`config.mk`:
```
export PLATFORM = sky130hd
export DESIGN_NAME = ex_stage_md
export DESIGN_NICKNAME = d
export VERILOG_FILES = /design/src/rtl/ex_stage_md_pkg.sv /design/src/rtl/ex_stage_md_md_unit.sv /design/src/rtl/ex_stage_md.sv
export SDC_FILE = /design/constraint.sdc
export NUM_CORES = 1
export LEC_CHECK = 0
export CORE_ASPECT_RATIO = 1.2
export CORE_MARGIN = 8
export CORE_UTILIZATION = 30
export CTS_CLUSTER_DIAMETER = 200
export CTS_CLUSTER_SIZE = 16
export DETAILED_ROUTE_END_ITERATION = 8
export GPL_ROUTABILITY_DRIVEN = 0
export PLACE_DENSITY = 0.51
export SLEW_MARGIN = 20
export SYNTH_ARGS = -nofsm -noshare
export SYNTH_HDL_FRONTEND = slang
export SYNTH_SLANG_ARGS = --single-unit
```
`constraint.sdc`:
```
create_clock -name clk -period 5.06 [get_ports clk]
set_input_delay 0.506 -clock clk [delete_from_list [all_inputs] [get_ports clk]]
set_output_delay 0.506 -clock clk [all_outputs]
set_load 0.01 [all_outputs]
```
`src/rtl/ex_stage_md_pkg.sv`:
```
// Shared definitions for the EX stage: opcodes, exception code, mul/div FSM
// state encoding and the field values of a pipeline bubble.
package ex_stage_md_pkg;

  typedef enum logic [3:0] {
    OP_NOP  = 4'd0,
    OP_AND  = 4'd1,
    OP_OR   = 4'd2,
    OP_XOR  = 4'd3,
    OP_ADDS = 4'd4,
    OP_ADDU = 4'd5,
    OP_SUBS = 4'd6,
    OP_SUBU = 4'd7,
    OP_SHRL = 4'd8,
    OP_SHLL = 4'd9,
    OP_MULU = 4'd10,
    OP_DIVU = 4'd11,
    OP_REMU = 4'd12
  } alu_op_e;

  localparam logic [2:0] EXP_OVERFLOW = 3'd4;

  localparam logic [1:0] ST_IDLE = 2'd0;
  localparam logic [1:0] ST_RUN  = 2'd1;
  localparam logic [1:0] ST_DONE = 2'd2;

  localparam logic       BUB_EN       = 1'b0;
  localparam logic       BUB_GPR_WE_N = 1'b1;
  localparam logic [1:0] BUB_MEM_OP   = 2'd0;
  localparam logic [1:0] BUB_CTRL_OP  = 2'd0;
  localparam logic [2:0] BUB_EXP_CODE = 3'd0;

  function automatic logic is_md_op(input logic [3:0] op);
    return (op == OP_MULU) || (op == OP_DIVU) || (op == OP_REMU);
  endfunction

endpackage

```
`src/rtl/ex_stage_md_md_unit.sv`:
```
// Iterative multiply / divide unit: one result bit per cycle, DATA_W cycles.
//   state   | meaning
//   ST_IDLE | waiting for start; latches op and operands on start
//   ST_RUN  | iterating, down-counter r_cnt reaches 0 on the last step
//   ST_DONE | result valid, held until the pipeline accepts it (hold=0)
module md_unit
  import ex_stage_md_pkg::*;
#(
  parameter int DATA_W = 32
) (
  input  logic              clk,
  input  logic              reset,
  input  logic              i_clear,
  input  logic              i_start,
  input  logic              i_hold,
  input  logic [3:0]        i_op,
  input  logic [DATA_W-1:0] i_in_0,
  input  logic [DATA_W-1:0] i_in_1,
  output logic              o_busy,
  output logic              o_done,
  output logic [DATA_W-1:0] o_result
);

  localparam int CNT_W = $clog2(DATA_W);

  logic [1:0]        r_state;
  logic [CNT_W-1:0]  r_cnt;
  logic [3:0]        r_op;
  logic [DATA_W-1:0] r_acc;  // product accumulator / partial remainder
  logic [DATA_W-1:0] r_x;    // shifted multiplicand / dividend->quotient
  logic [DATA_W-1:0] r_y;    // shifted multiplier / divisor

  logic [DATA_W:0]   w_trial;
  logic [DATA_W-1:0] w_shift;

  // Restoring division step; a zero divisor naturally yields all-ones
  // quotient and leaves the dividend in the remainder.
  assign w_trial = {r_acc, r_x[DATA_W-1]} - {1'b0, r_y};
  assign w_shift = {r_acc[DATA_W-2:0], r_x[DATA_W-1]};

  always_ff @(posedge clk) begin
    if (reset || i_clear) begin
      r_state <= ST_IDLE;
      r_cnt   <= '0;
      r_op    <= '0;
      r_acc   <= '0;
      r_x     <= '0;
      r_y     <= '0;
    end else begin
      case (r_state)
        ST_IDLE: begin
          if (i_start) begin
            r_state <= ST_RUN;
            r_cnt   <= CNT_W'(DATA_W - 1);
            r_op    <= i_op;
            r_acc   <= '0;
            r_x     <= i_in_0;
            r_y     <= i_in_1;
          end
        end
        ST_RUN: begin
          if (r_op == OP_MULU) begin
            if (r_y[0]) r_acc <= r_acc + r_x;
            r_x <= r_x << 1;
            r_y <= r_y >> 1;
          end else if (!w_trial[DATA_W]) begin
            r_acc <= w_trial[DATA_W-1:0];
            r_x   <= {r_x[DATA_W-2:0], 1'b1};
          end else begin
            r_acc <= w_shift;
            r_x   <= {r_x[DATA_W-2:0], 1'b0};
          end
          if (r_cnt == '0) r_state <= ST_DONE;
          else             r_cnt   <= r_cnt - 1'b1;
        end
        ST_DONE: begin
          if (!i_hold) r_state <= ST_IDLE;
        end
        default: r_state <= ST_IDLE;
      endcase
    end
  end

  assign o_busy   = ((r_state == ST_IDLE) && i_start) || (r_state == ST_RUN);
  assign o_done   = (r_state == ST_DONE);
  assign o_result = (r_op == OP_DIVU) ? r_x : r_acc;

endmodule

```
`src/rtl/ex_stage_md.sv`:
```
// Execute stage: single-cycle ALU, iterative mul/div, and the EX/MEM register
// with flush/stall/bubble handling.
module ex_stage_md
  import ex_stage_md_pkg::*;
#(
  parameter int DATA_W     = 32,
  parameter int ADDR_W     = 30,
  parameter int REG_ADDR_W = 5
) (
  input  logic                  clk,
  input  logic                  reset,
  input  logic                  stall,
  input  logic                  flush,
  input  logic                  int_detect,
  input  logic [ADDR_W-1:0]     id_pc,
  input  logic                  id_en,
  input  logic                  id_br_flag,
  input  logic [3:0]            id_alu_op,
  input  logic [DATA_W-1:0]     id_alu_in_0,
  input  logic [DATA_W-1:0]     id_alu_in_1,
  input  logic [1:0]            id_mem_op,
  input  logic [DATA_W-1:0]     id_mem_wr_data,
  input  logic [1:0]            id_ctrl_op,
  input  logic [REG_ADDR_W-1:0] id_dst_addr,
  input  logic                  id_gpr_we_,
  input  logic [2:0]            id_exp_code,
  output logic [ADDR_W-1:0]     ex_pc,
  output logic                  ex_en,
  output logic                  ex_br_flag,
  output logic [1:0]            ex_mem_op,
  output logic [DATA_W-1:0]     ex_mem_wr_data,
  output logic [1:0]            ex_ctrl_op,
  output logic [REG_ADDR_W-1:0] ex_dst_addr,
  output logic                  ex_gpr_we_,
  output logic [2:0]            ex_exp_code,
  output logic [DATA_W-1:0]     ex_out,
  output logic                  ex_busy
);

  localparam int SH_W = $clog2(DATA_W);
  localparam int MSB  = DATA_W - 1;

  logic [DATA_W-1:0] w_sum, w_diff, w_alu, w_md_result, w_result;
  logic [SH_W-1:0]   w_shamt;
  logic              w_ovf, w_md_op, w_md_done, w_squash, w_bubble;

  assign w_sum   = id_alu_in_0 + id_alu_in_1;
  assign w_diff  = id_alu_in_0 - id_alu_in_1;
  assign w_shamt = id_alu_in_1[SH_W-1:0];
  assign w_md_op = is_md_op(id_alu_op);

  always_comb begin
    w_alu = '0;
    w_ovf = 1'b0;
    case (id_alu_op)
      OP_AND:  w_alu = id_alu_in_0 & id_alu_in_1;
      OP_OR:   w_alu = id_alu_in_0 | id_alu_in_1;
      OP_XOR:  w_alu = id_alu_in_0 ^ id_alu_in_1;
      OP_ADDS: begin
        w_alu = w_sum;
        w_ovf = (id_alu_in_0[MSB] == id_alu_in_1[MSB]) && (w_sum[MSB] != id_alu_in_0[MSB]);
      end
      OP_ADDU: w_alu = w_sum;
      OP_SUBS: begin
        w_alu = w_diff;
        w_ovf = (id_alu_in_0[MSB] != id_alu_in_1[MSB]) && (w_diff[MSB] != id_alu_in_0[MSB]);
      end
      OP_SUBU: w_alu = w_diff;
      OP_SHRL: w_alu = id_alu_in_0 >> w_shamt;
      OP_SHLL: w_alu = id_alu_in_0 << w_shamt;
      default: w_alu = '0;
    endcase
  end

  md_unit #(.DATA_W(DATA_W)) u_md (
    .clk      (clk),
    .reset    (reset),
    .i_clear  (w_squash),
    .i_start  (id_en & w_md_op),
    .i_hold   (stall),
    .i_op     (id_alu_op),
    .i_in_0   (id_alu_in_0),
    .i_in_1   (id_alu_in_1),
    .o_busy   (ex_busy),
    .o_done   (w_md_done),
    .o_result (w_md_result)
  );

  assign w_result = w_md_op ? (w_md_done ? w_md_result : '0) : w_alu;
  assign w_squash = flush | int_detect;
  // Reset, squash, busy and invalid input all load the same bubble; stall
  // only wins over the latter two.
  assign w_bubble = reset | w_squash | (~stall & (ex_busy | ~id_en));

  always_ff @(posedge clk) begin
    if (w_bubble) begin
      ex_pc          <= '0;
      ex_en          <= BUB_EN;
      ex_br_flag     <= 1'b0;
      ex_mem_op      <= BUB_MEM_OP;
      ex_mem_wr_data <= '0;
      ex_ctrl_op     <= BUB_CTRL_OP;
      ex_dst_addr    <= '0;
      ex_gpr_we_     <= BUB_GPR_WE_N;
      ex_exp_code    <= BUB_EXP_CODE;
      ex_out         <= '0;
    end else if (!stall) begin
      ex_pc          <= id_pc;
      ex_en          <= 1'b1;
      ex_br_flag     <= id_br_flag;
      ex_mem_op      <= id_mem_op;
      ex_mem_wr_data <= id_mem_wr_data;
      ex_ctrl_op     <= id_ctrl_op;
      ex_dst_addr    <= id_dst_addr;
      ex_gpr_we_     <= w_ovf ? 1'b1 : id_gpr_we_;
      ex_exp_code    <= w_ovf ? EXP_OVERFLOW : id_exp_code;
      ex_out         <= w_result;
    end
  end

endmodule

```
==> impl_results.md <==
- Critical-path cell list: inv_1 -> ha_1 -> fa_1 -> nand2b_1 -> a21oi_1 -> o2111ai_1 -> a21oi_2 -> o21ai_2 -> o311a_4 -> xnor2_4 -> buf_4 -> mux2i_1 -> a21oi_1 -> a21o_1
- GRT Total Usage: 0.228
- Relative slew slack: 0.293
- Post-synth EDFFs: 0
- Area grow syn2layout: 20.0%
- Final Skew: 0.0253 ns
- Worst Setup SP: u_md.r_x[31]$_SDFFE_PP0P_
- RSZ-0062 raised after global routing: false
- Fin Setup TNS: 0 ns
- PwrDens: 189 nW/um^2
- Share of cells above drive strength 1: 0.0565
- Syn_area_per_cell: about 7.5 um^2
- Clk sink count: between 200 and 250
- Top achievable clock speed: about 240 MHz
- Die area: ~76000 um^2
- WP data required: roughly 5.5 ns
- CTS clk-pin slew, worst paths: around 0.08 ns
- Crit end category: flop
- DR vias: between 20000 and 25000
- Post-DP HPWL: 71800 um
- Period utilization: 0.822
- Clock Tree Buf Depth: 3
- DRC Markers: 0
- Initial Utilization: 0.301
- Placed insts: 3750
- CP arrival: ~4.6 ns
- # rows: roughly 100
- Crit-path leading delay family: compound AO/OA/AOI/OAI gates
- Non-Filler Instances: approximately 3800
- CP max-delay cell: xnor2_4
- Slew Viols, Final: 0
- Hold_buf cts: 0
- Worst Tran Pin Value: between 1 and 1.5 ns
- Final hold vios: 0
- Largest area contributor in the netlist: dfxtp_1
- WL/cell: 24.1 um
- Hold crit path type: reg -> reg
- Top cell type's share of synthesized area: 0.215
- Final Util: 0.362
- Resized Gates After CTS: 0
- Filler cells: slightly above 7000
- Worst VDD drop: roughly 0.18 mV
- Cell Area, Synth: approximately 20000 um^2
- Drt first pass iters: 6
- Setup crit start kind: flop
- Critical path's most frequent cell: a21oi_1
- Synth Instances: approximately 2700
- DIE HEIGHT: ~300 um
- Post-synth ARST share: 0
- Final min period: a little over 4 ns
- Setup violators final: 0
- PortBufs: roughly 260
- Core Area: 66600 um^2
- Vias in the first global route: 21047
- Post-Synthesis Net Count: around 3000
- Synthesis Warnings: 0
- Grt ovf: 0
- Yosys reg bits: 216
- Final #Nets: between 3000 and 4000
- Initial DRC Count: between 2000 and 2500
- CTS tree: done
- Hold slack: roughly 0.46 ns
- First-pass GRT wire length: 134000 um
- Reg2reg start: u_md.r_x[31]$_SDFFE_PP0P_
- CP max stage delay: around 0.56 ns
- Largest net degree at the start of global routing: 72
- Leakage power: just under 10 nW
- Max cap viols: 0
- Synth Flop Type: dfxtp_1
- Clock Root Buffer: clkbuf_16
- Outcome: finished, final reports clean
- WS Path Type: reg -> reg
- # IOs: 260
- Routed WL: 90900 um
- Synth top area cells: dfxtp_1 (22%), ha_1 (11%), mux2i_1 (10%), a21oi_1 (7.2%), nor2_1 (6.1%)
- Post-synth cell types: 96
- Num CTS Buffers: 17
- # Post-CTS Setup Buffers: 0
- DR vias/cell: roughly 5.7
- Skew-Pair Late Insertion Delay: 0.54 ns
- Max H-tree Level: 1
- Post-route ant nets: 0
- Hold Path Origin: ex_en$_SDFFE_PP0N_
- Sequential area share after synthesis: 0.215
- Initial antenna violation count: 1
- DIE WIDTH: between 200 and 300 um
- CP Max Fanout: 19
- WP buf/inv: 2
-- worst reg2reg max path: cells and delay by family (launching register included) --
family | cells | cell delay (ns)
adder cells (fa/ha/maj) | 2 | 0.69
AND/OR/NAND/NOR | 1 | 0.19
AO/OA/AOI/OAI | 7 | 1.63
flip-flops | 1 | 0.34
multiplexers | 1 | 0.22
buffers and inverters | 2 | 0.40
XOR/XNOR | 1 | 0.57
-- kinds of logic (layout without fill, tap and decap cells) --
| logic type | Yosys count | count (layout) | synth area share |
|---|---|---|---|
| other | 0 | 1 | 0 |
| DFF | 216 | 216 | 0.215 |
| AOI/OAI and AO/OA | 938 | 938 | 0.299 |
| xor gates and xnor gates | 80 | 80 | 0.0358 |
| and+or+nand+nor | 753 | 753 | 0.167 |
| buffers and inverters | 315 | 492 | 0.0624 |
| muxes | 215 | 215 | 0.111 |
| adders and majority gates | 174 | 174 | 0.110 |
-- synth_stat cells (7+ instances only) --
library cell	number
nor2_1	328
a21oi_1	287
o21ai_0	224
dfxtp_1	216
mux2i_1	203
nand2_1	193
ha_1	170
inv_1	142
clkbuf_1	116
a211oi_1	66
a22oi_1	52
xnor2_1	51
a21o_1	43
nand2b_1	43
nor3_1	43
nand3_1	38
o211ai_1	36
xor2_1	28
buf_2	25
o22ai_1	23
o21bai_1	21
buf_1	20
a31oi_1	18
nor2b_1	18
or3_1	18
a221oi_1	17
o21a_1	16
a211o_1	12
nand4_1	11
and2_1	10
and3_1	10
nor4_1	10
a2111oi_0	9
a221o_1	9
o221ai_1	9
o31ai_1	8
mux2_2	7
-- metrics by stage --
step	power, W	worst slack, ns	instance area [um^2]
final	0.00456	0.902	24100
after global placement	0.00324	0.660	23700
after CTS	0.00455	0.889	24100
after detailed placement	0.00325	0.627	23700
after floorplan	0.00268	1.12	20100
after global routing	0.00474	0.686	24100
-- flip-flops by register name, summed over array words and instances, names as in the netlist, 3 cells and up --
signal / cells
u_md.r_acc: 32
ex_exp_code: 3
u_md.r_x: 32
ex_pc: 30
ex_mem_wr_data: 32
u_md.r_cnt: 5
u_md.r_op: 4
u_md.r_y: 32
ex_dst_addr: 5
ex_out: 32
-- layout make-up --
cell class | count | area (um^2) | area share
diodes | 1 | 2.50 | 0.000104
clock buffers | 17 | 425 | 0.0177
clock inverters | 2 | 17.5 | 0.000727
inverters | 145 | 544 | 0.0226
multi-input cells | 2160 | 14600 | 0.604
flip-flops and latches | 216 | 4320 | 0.179
well taps | 901 | 1130 | 0.0468
repair buffers | 328 | 3110 | 0.129
-- metal layers --
layer / global-route usage / share of wire / up-vias
li1: - / - / 10081
met1: 0.275 / 0.40 / 10241
met2: 0.391 / 0.48 / 1019
met3: 0.0341 / 0.069 / 260
met4: 0.112 / 0.056 / 0
met5: 0 / 0 / -
-- power by group --
part           switching, W  total, W  internal (W)
sequential        0.0000144   0.00173       0.00172
clock              0.000691   0.00130      0.000607
combinational      0.000941   0.00153      0.000586
total               0.00165   0.00456       0.00291
-- cell usage in the layout, fill, tap and decap left out, types with 21 or more instances in the layout --
cell type        synthesis  final
nor2_1                 328    325
a21oi_1                287    287
clkdlybuf4s50_1          0    255
o21ai_0                224    224
dfxtp_1                216    216
mux2i_1                203    203
nand2_1                193    193
ha_1                   170    170
inv_1                  142    142
buf_4                    6     69
a211oi_1                66     66
a22oi_1                 52     52
xnor2_1                 51     51
a21o_1                  43     43
nand2b_1                43     42
nor3_1                  43     40
nand3_1                 38     38
o211ai_1                36     36
xor2_1                  28     28
o22ai_1                 23     23
o21bai_1                21     21
-- final timing paths --
kind | endpoint | slack, ns | cells after the start
setup / recovery | u_md.r_acc[5]$_SDFFE_PP0P_ | 0.90 | 14
hold / removal | ex_en$_SDFFE_PP0N_ | 0.46 | 1
setup reg to reg | u_md.r_acc[5]$_SDFFE_PP0P_ | 0.90 | 14
hold reg to reg | ex_en$_SDFFE_PP0N_ | 0.46 | 1
Note: power is estimated with default switching activity, not from simulation.
